### config.mk
export PLATFORM = sky130hd
export DESIGN_NAME = alu_result_stage
export DESIGN_NICKNAME = d
export VERILOG_FILES = /design/src/rtl/alu_pkg.sv /design/src/rtl/alu_flag_gen.sv /design/src/rtl/alu_result_stage.sv
export SDC_FILE = /design/constraint.sdc
export NUM_CORES = 1
export LEC_CHECK = 0
export CAP_MARGIN = 20
export CORE_ASPECT_RATIO = 1.25
export CORE_UTILIZATION = 40
export CTS_CLUSTER_SIZE = 8
export DETAILED_ROUTE_END_ITERATION = 7
export GPL_TIMING_DRIVEN = 0
export PLACE_DENSITY = 0.63
export SLEW_MARGIN = 20
export SYNTH_ARGS = -nofsm -noshare
export SYNTH_HDL_FRONTEND = slang
export SYNTH_SLANG_ARGS = --single-unit
export TNS_END_PERCENT = 5
### constraint.sdc
create_clock -name clk -period 2.38 [get_ports clk]
set_input_delay 0.238 -clock clk [delete_from_list [all_inputs] [get_ports clk]]
set_output_delay 0.238 -clock clk [all_outputs]
set_load 0.02 [all_outputs]
### src/rtl/alu_pkg.sv
// Shared definitions for the 8-bit ALU datapath: op encodings, the result-stage
// state type and the status flag bundle.
package alu_pkg;

  localparam int ALU_WIDTH = 8;

  localparam logic [1:0] OP_AND = 2'b00;
  localparam logic [1:0] OP_OR  = 2'b01;
  localparam logic [1:0] OP_XOR = 2'b10;
  localparam logic [1:0] OP_NOT = 2'b11;

  typedef enum logic [1:0] {
    EMPTY,
    ONE,
    TWO
  } stage_state_t;

  typedef struct packed {
    logic zero;
    logic neg;
    logic par;
  } flags_t;

endpackage

### src/rtl/alu_flag_gen.sv
// Combinational status flags for a logic-unit result. The flags cover zero,
// sign and odd parity only, because logic ops never produce carry or overflow.
module alu_flag_gen
  import alu_pkg::*;
#(
  parameter int WIDTH = ALU_WIDTH
) (
  input  logic [WIDTH-1:0] y,
  output flags_t           flags
);

  assign flags.zero = (y == '0);
  assign flags.neg  = y[WIDTH-1];
  assign flags.par  = ^y;

endmodule

### src/rtl/alu_result_stage.sv
// Registered output stage behind logic_8bit: a main register plus a skid entry,
// with flags captured on entry. Optional stats counters: ALU_RESULT_STATS_EN.
module alu_result_stage
  import alu_pkg::*;
#(
  parameter int WIDTH = ALU_WIDTH,
  parameter int OPW   = 2
) (
  input  logic             clk,
  input  logic             rst,
  input  logic             in_valid,
  output logic             in_ready,
  input  logic [WIDTH-1:0] in_y,
  input  logic [OPW-1:0]   in_op,
  output logic             out_valid,
  input  logic             out_ready,
  output logic [WIDTH-1:0] out_y,
  output logic [OPW-1:0]   out_op,
  output logic             out_zero,
  output logic             out_neg,
  output logic             out_par
`ifdef ALU_RESULT_STATS_EN
  ,
  input  logic             stat_clr,
  output logic [15:0]      stat_count,
  output logic [15:0]      stat_zero_count
`endif
);

  stage_state_t     state;
  flags_t           in_flags;
  flags_t           main_flags;
  logic             skid_valid;
  logic [WIDTH-1:0] skid_y;
  logic [OPW-1:0]   skid_op;
  flags_t           skid_flags;
  logic             accept;
  logic             drain;

  alu_flag_gen #(.WIDTH(WIDTH)) u_flag_gen (
    .y     (in_y),
    .flags (in_flags)
  );

  assign accept = in_valid && in_ready;
  assign drain  = out_valid && out_ready;

  assign out_zero = main_flags.zero;
  assign out_neg  = main_flags.neg;
  assign out_par  = main_flags.par;

  // in_ready is registered as !skid_valid so upstream never sees out_ready combinationally.
  always_ff @(posedge clk) begin
    if (rst) begin
      state      <= EMPTY;
      out_valid  <= 1'b0;
      out_y      <= '0;
      out_op     <= '0;
      main_flags <= '0;
      skid_valid <= 1'b0;
      skid_y     <= '0;
      skid_op    <= '0;
      skid_flags <= '0;
      in_ready   <= 1'b1;
    end else begin
      case (state)
        EMPTY: begin
          if (accept) begin
            out_y      <= in_y;
            out_op     <= in_op;
            main_flags <= in_flags;
            out_valid  <= 1'b1;
            state      <= ONE;
          end
        end
        ONE: begin
          if (accept && drain) begin
            out_y      <= in_y;
            out_op     <= in_op;
            main_flags <= in_flags;
          end else if (accept) begin
            skid_y     <= in_y;
            skid_op    <= in_op;
            skid_flags <= in_flags;
            skid_valid <= 1'b1;
            in_ready   <= 1'b0;
            state      <= TWO;
          end else if (drain) begin
            out_valid <= 1'b0;
            state     <= EMPTY;
          end
        end
        TWO: begin
          if (drain) begin
            out_y      <= skid_y;
            out_op     <= skid_op;
            main_flags <= skid_flags;
            skid_valid <= 1'b0;
            in_ready   <= 1'b1;
            state      <= ONE;
          end
        end
        default: begin
          state <= EMPTY;
        end
      endcase
    end
  end

`ifdef ALU_RESULT_STATS_EN
  // Clear takes priority over a same-cycle increment; both counters saturate.
  always_ff @(posedge clk) begin
    if (rst || stat_clr) begin
      stat_count      <= '0;
      stat_zero_count <= '0;
    end else if (accept) begin
      if (stat_count != 16'hFFFF)
        stat_count <= stat_count + 16'd1;
      if (in_flags.zero && (stat_zero_count != 16'hFFFF))
        stat_zero_count <= stat_zero_count + 16'd1;
    end
  end
`endif

endmodule

Yosys cells after proc, flatten, opt, wreduce, memory -nomap -nowiden
Index checks and enable logic that the tools add are counted.
{"block": "op_classes", "eq_ne": 10, "muxes": 27, "bitwise_logic": 1, "n_reduce_logical": 14}
{"cell": "two-way mux 8 bit", "n": 3}
{"cell": "case mux 8 bit (3 select lines)", "n": 1}
{"cell": "two-way mux 2 bit", "n": 8}
{"cell": "!= test 2 bit (second input constant)", "n": 7}
{"cell": "case mux 2 bit (3 select lines)", "n": 2}
{"cell": "AND reduction 4 bit", "n": 3}
{"cell": "two-way mux 3 bit", "n": 3}
{"cell": "case mux 3 bit (3 select lines)", "n": 1}
{"cell": "logical NOT 8 bit", "n": 1}
{"cell": "XOR reduction 8 bit", "n": 1}
{"cell": "two-way mux 1 bit", "n": 7}
{"cell": "AND reduction 5 bit", "n": 1}
{"cell": "case mux 1 bit (2 select lines)", "n": 2}
{"cell": "nonzero test 2 bit", "n": 2}
{"cell": "logical AND 1 bit", "n": 3}
{"cell": "!= test 3 bit (second input constant)", "n": 1}
{"cell": "AND reduction 3 bit", "n": 1}
{"cell": "nonzero test 3 bit", "n": 1}
{"cell": "equality test 2 x 1 -> 1 bit (second input constant)", "n": 1}
{"cell": "equality test 2 bit (second input constant)", "n": 1}
{"cell": "logical NOT 2 bit", "n": 1}
{"cell": "NOT 1 bit", "n": 1}
{"block": "word_totals", "reg_bits": 30, "inputBits": 14, "out_inout_bits": 15, "wordCells": 65}

Longest topological paths before layout
{"block": "logic_depth", "word_depth": 5, "ltp_mapped": 6}

Cells and area by module
From an unflattened synthesis, not the netlist that was laid out.
{"block": "hier_totals", "hier_cells": 164, "hier_area_um2": 1620.3}
{"mod": "alu_result_stage", "n_inst": 1, "cells_each": 147, "area_each_um2": 1497.7, "seq_area_each_um2": 600.6}
{"mod": "alu_flag_gen", "n_inst": 1, "cells_each": 17, "area_each_um2": 122.6, "seq_area_each_um2": 0.0}

Worst setup path after synthesis
No wires, ideal clock.
{"block": "synth_timing", "path_type": "reg2reg", "start": "register in_ready", "end": "register skid_flags[0] in the netlist's numbering", "arrival_ps": 1287, "required_ps": 2252, "path_slack_ps": 966, "stages_incl_launch_ff": 6, "cell_sequence": "dfxtp_1 and3b_1 nand3_2 buf_4 mux2i_1 nor2_1"}
{"block": "synth_via", "elab_chain_cells": 4}
{"item": "from (decl)", "line": "alu_result_stage.sv:12", "rtl": "output logic in_ready,"}
{"item": "from (signal assigned)", "line": "alu_result_stage.sv:64", "rtl": "in_ready <= 1'b1;"}
{"item": "from (signal assigned)", "line": "alu_result_stage.sv:86", "rtl": "in_ready <= 1'b0;"}
{"item": "from (signal assigned)", "line": "alu_result_stage.sv:99", "rtl": "in_ready <= 1'b1;"}
{"item": "logical AND 1 bit (*)", "line": "alu_result_stage.sv:45", "rtl": "assign accept = in_valid && in_ready;"}
{"item": "logical AND 1 bit", "line": "alu_result_stage.sv:77", "rtl": "if (accept && drain) begin"}
{"item": "NOT 1 bit (no source line)"}
{"item": "AND reduction 3 bit (no source line) (*)"}
{"item": "to (signal assigned)", "line": "alu_result_stage.sv:84", "rtl": "skid_flags <= in_flags;"}
{"item": "to (decl)", "line": "alu_result_stage.sv:36", "rtl": "flags_t skid_flags;"}
Every way passes the cells marked *; elsewhere a longest branch is shown, timed or not.
A chain may end at the register's enable or synchronous reset.

Final worst setup path
{"block": "layout_timing", "start": "register in_ready", "end": "output port in_ready"}
No word-level cell between the ends.

==> flow_metrics.py <==
metrics = {
    "synthesis": {
        "synth_fa_ha_area_share_pct": 3.687,
        "yosysUniqueCellTypes": 33,
        "synth_cells": 148,
        "synth_edf_count": 0,
        "synth_top_family_by_area": "compound AO/OA/AOI/OAI gates",
        "ys_warn_count": 0,
        "synth-simple-area-share_pct": 18.89,
        "synth.avg_cell_area_um2": 9.173,
        "synth_seq_cells": 28,
        "synthArstFlopShare_pct": 0,
        "synth_compound_area_share_pct": 19.54,
        "synth_xor_xnor_area_share_pct": 1.935,
        "muxShareOfSynthArea_pct": 8.111,
        "synth.net_count": 166,
        "synthesis.area_um2": 1358,
        "ys_seq_area_share_pct": 41.29,
        "synth_ff_type": "dfxtp_1",
    },
    "place": {
        "numPlacedInstances": 212,
        "pre_cts_ws_ns": 0.5275,
        "dp_hpwl_um": 2183,
        "io_buffers": 27,
        "gp_congestion": 0.8029,
        "placed_cell_area_um2": 1674,
    },
    "floorplanning": {
        "num_rows": 23,
        "core_area_um2": 3223,
        "die_h_um": 67.14,
        "dieWidth_um": 54.11,
        "start_util_pct": 42.12,
        "io_pins": 29,
        "dieArea_um2": 3632,
    },
    "hold_path": {
        "whs_endpoint": "out_y[6]",
        "holdPathStages": 2,
        "hp-start": "rst",
        "hold_class": "in2reg",
    },
    "run_status": {
        "outcome": "completed",
    },
    "flow_run": {
        "max-cap-violations": 0,
    },
    "critical_path": {
        "reg2reg_depth": 5,
        "r2r_start": "state[0]",
        "critPathSlowestCell": "clkdlybuf4s50_1",
        "crit_type": "reg2out",
        "r2r_setup_slack_ns": 0.83,
        "cp.arrival_ns": 1.33,
        "timing.rr.end": "out_y[2]",
        "path_cells": "clkdlybuf4s50_1",
        "cp.required_ns": 2.14,
        "path_buf_inv": 1,
        "worstPathMaxFanout": 6,
        "slowest_delay_ns": 0.63,
        "critical_path.startpoint_type": "flop",
        "path_delay_family": "buffers and inverters",
        "critPathCaptureType": "output pin",
    },
    "sta": {
        "hold_viol_final": 0,
        "slew_violations": 0,
        "worst_slew_pin_slew_ns": 0.6023,
        "slew_headroom_pct": 59.84,
        "finalCriticalPeriod_ns": 1.564,
        "setup_violations": 0,
        "clock_skew_ns": 0.007451,
        "min_period_over_period_pct": 65.72,
        "fin_ws_ns": 0.8158,
        "rsz0062_at_grt": "no",
        "setup_tns_ns": 0,
        "hold_slack_ns": 0.4646,
        "max_freq_ghz": 0.6393,
    },
    "cts": {
        "cts_tree": "yes",
        "clkTransAtPathRegs_ns": 0.10,
        "clock_sinks": 28,
        "hold_buffers": 0,
        "cts_max_path_buffers": 2,
        "clock-root-buffer": "clkbuf_8",
        "post_cts_buffers": 0,
        "htreeDepth": 1,
        "cts_buffers": 3,
        "cts_resized": 0,
        "clk_latency_ns": 0.28,
    },
    "finish": {
        "nNetsFinal": 198,
        "syn2layout_area_growth_pct": 28.57,
        "instances_no_fill": 216,
        "drive_gt1_share_pct": 15.08,
        "nFillCells": 314,
        "fin_util_pct": 54.15,
        "final_cell_area_um2": 1745,
        "n_antenna_cell": 0,
    },
    "global_routing": {
        "grt_pass1_vias": 1068,
        "grt_pass1_wl_um": 4698,
        "grt_antenna_before_repair": 0,
        "grt_util_all_layers_pct": 18.14,
        "grt-ovfl-total": 0,
        "grt_max_degree": 17,
    },
    "detailed_routing": {
        "vias_per_cell": 5.264,
        "drt-wirelength-per-cell_um": 13.14,
        "wirelength_um": 2839,
        "antenna_left": 0,
        "dr.first_iter.drc_count": 5,
        "drc": 0,
        "dr_total_vias": 1137,
        "dr.pass1.iters": 4,
    },
    "power_and_ir_drop": {
        "total_leakage_power_nw": 0.7512,
        "p_per_area_nw_per_um2": 737.1,
        "p_total_mw": 1.287,
        "peakVddDrop_uv": 352.3,
    },
}
[routing by layer]
layer / GRT usage [%] / routed length (µm) / up-vias
met4: 10.90 / 81 / 0
met5: 0 / 0 / -
met1: 19.89 / 1204 / 547
met3: 2.027 / 61 / 6
met2: 32.41 / 1492 / 17
li1: - / - / 567
[Yosys cell counts (2+ instances only)]
cell      instances  area, µm²
nor2_1           33      123.9
dfxtp_1          28      560.5
a21oi_1          13      65.06
mux2i_1          11      110.1
a211oi_2          9      112.6
nand2_1           9      33.78
inv_1             8      30.03
ha_1              4      50.05
a311oi_2          2      30.03
buf_2             2      10.01
buf_4             2      15.01
buf_6             2      22.52
clkbuf_1          2      7.510
nand3_1           2      10.01
o211ai_1          2      15.01
xnor2_1           2      17.52
[worst max-delay path by stage]
stage	end	slack, ns	cells after the start	from
2_1_floorplan	skid_flags[0]	0.97	5	in_ready
3_5_place_dp	out_par	0.53	7	in_y[0]
6_report	in_ready	0.82	1	in_ready
4_1_cts	out_y[7]	0.80	2	out_y[7]
5_1_grt	out_par	0.75	5	state[0]
3_3_place_gp	out_par	0.54	7	in_y[0]
[cell type report]
cell class / instances / area (µm²) / share of cell area (%)
clock inverters: 1 / 30.03 / 1.720
clock buffers: 3 / 41.29 / 2.366
plain buffers: 9 / 58.81 / 3.369
repair buffers: 27 / 270.3 / 15.48
flip-flops and latches: 28 / 560.5 / 32.11
multi-input cells: 103 / 708.2 / 40.57
well taps: 37 / 46.29 / 2.652
inverters: 8 / 30.03 / 1.720
[kinds of logic (layout without fill, tap and decap cells)]
kind of cell,after synthesis,count (layout)
adders and majority gates,4,4
muxes,11,11
DFF,28,28
and+or+nand+nor,55,55
xor gates and xnor gates,3,3
buffers and inverters,17,48
AOI/OAI and AO/OA,30,30
[flip-flops by register name, indices dropped and copies added (netlist names)]
register    flops
out_y           8
out_valid       1
out_par         1
out_zero        1
state           2
out_op          2
skid_y          8
skid_op         2
skid_flags      2
in_ready        1
[power by group]
group	switching (mW)	leakage [nW]	internal [mW]
Clock	0.151	0.0357	0.225
Combinational	0.188	0.486	0.178
Sequential	0.0299	0.230	0.515
Total	0.368	0.751	0.918
[cell usage in the layout, fill, tap and decap left out, drive strengths merged, types with 3 or more instances in the layout]
| cell type | n |
|---|---|
| a211oi | 10 |
| a21oi | 13 |
| nand2 | 9 |
| clkdlybuf4s50 | 27 |
| ha | 4 |
| nor2 | 33 |
| mux2i | 11 |
| nand3 | 3 |
| buf | 7 |
| inv | 8 |
| clkbuf | 5 |
| dfxtp | 28 |
Note: power is estimated with default switching activity, not from simulation.
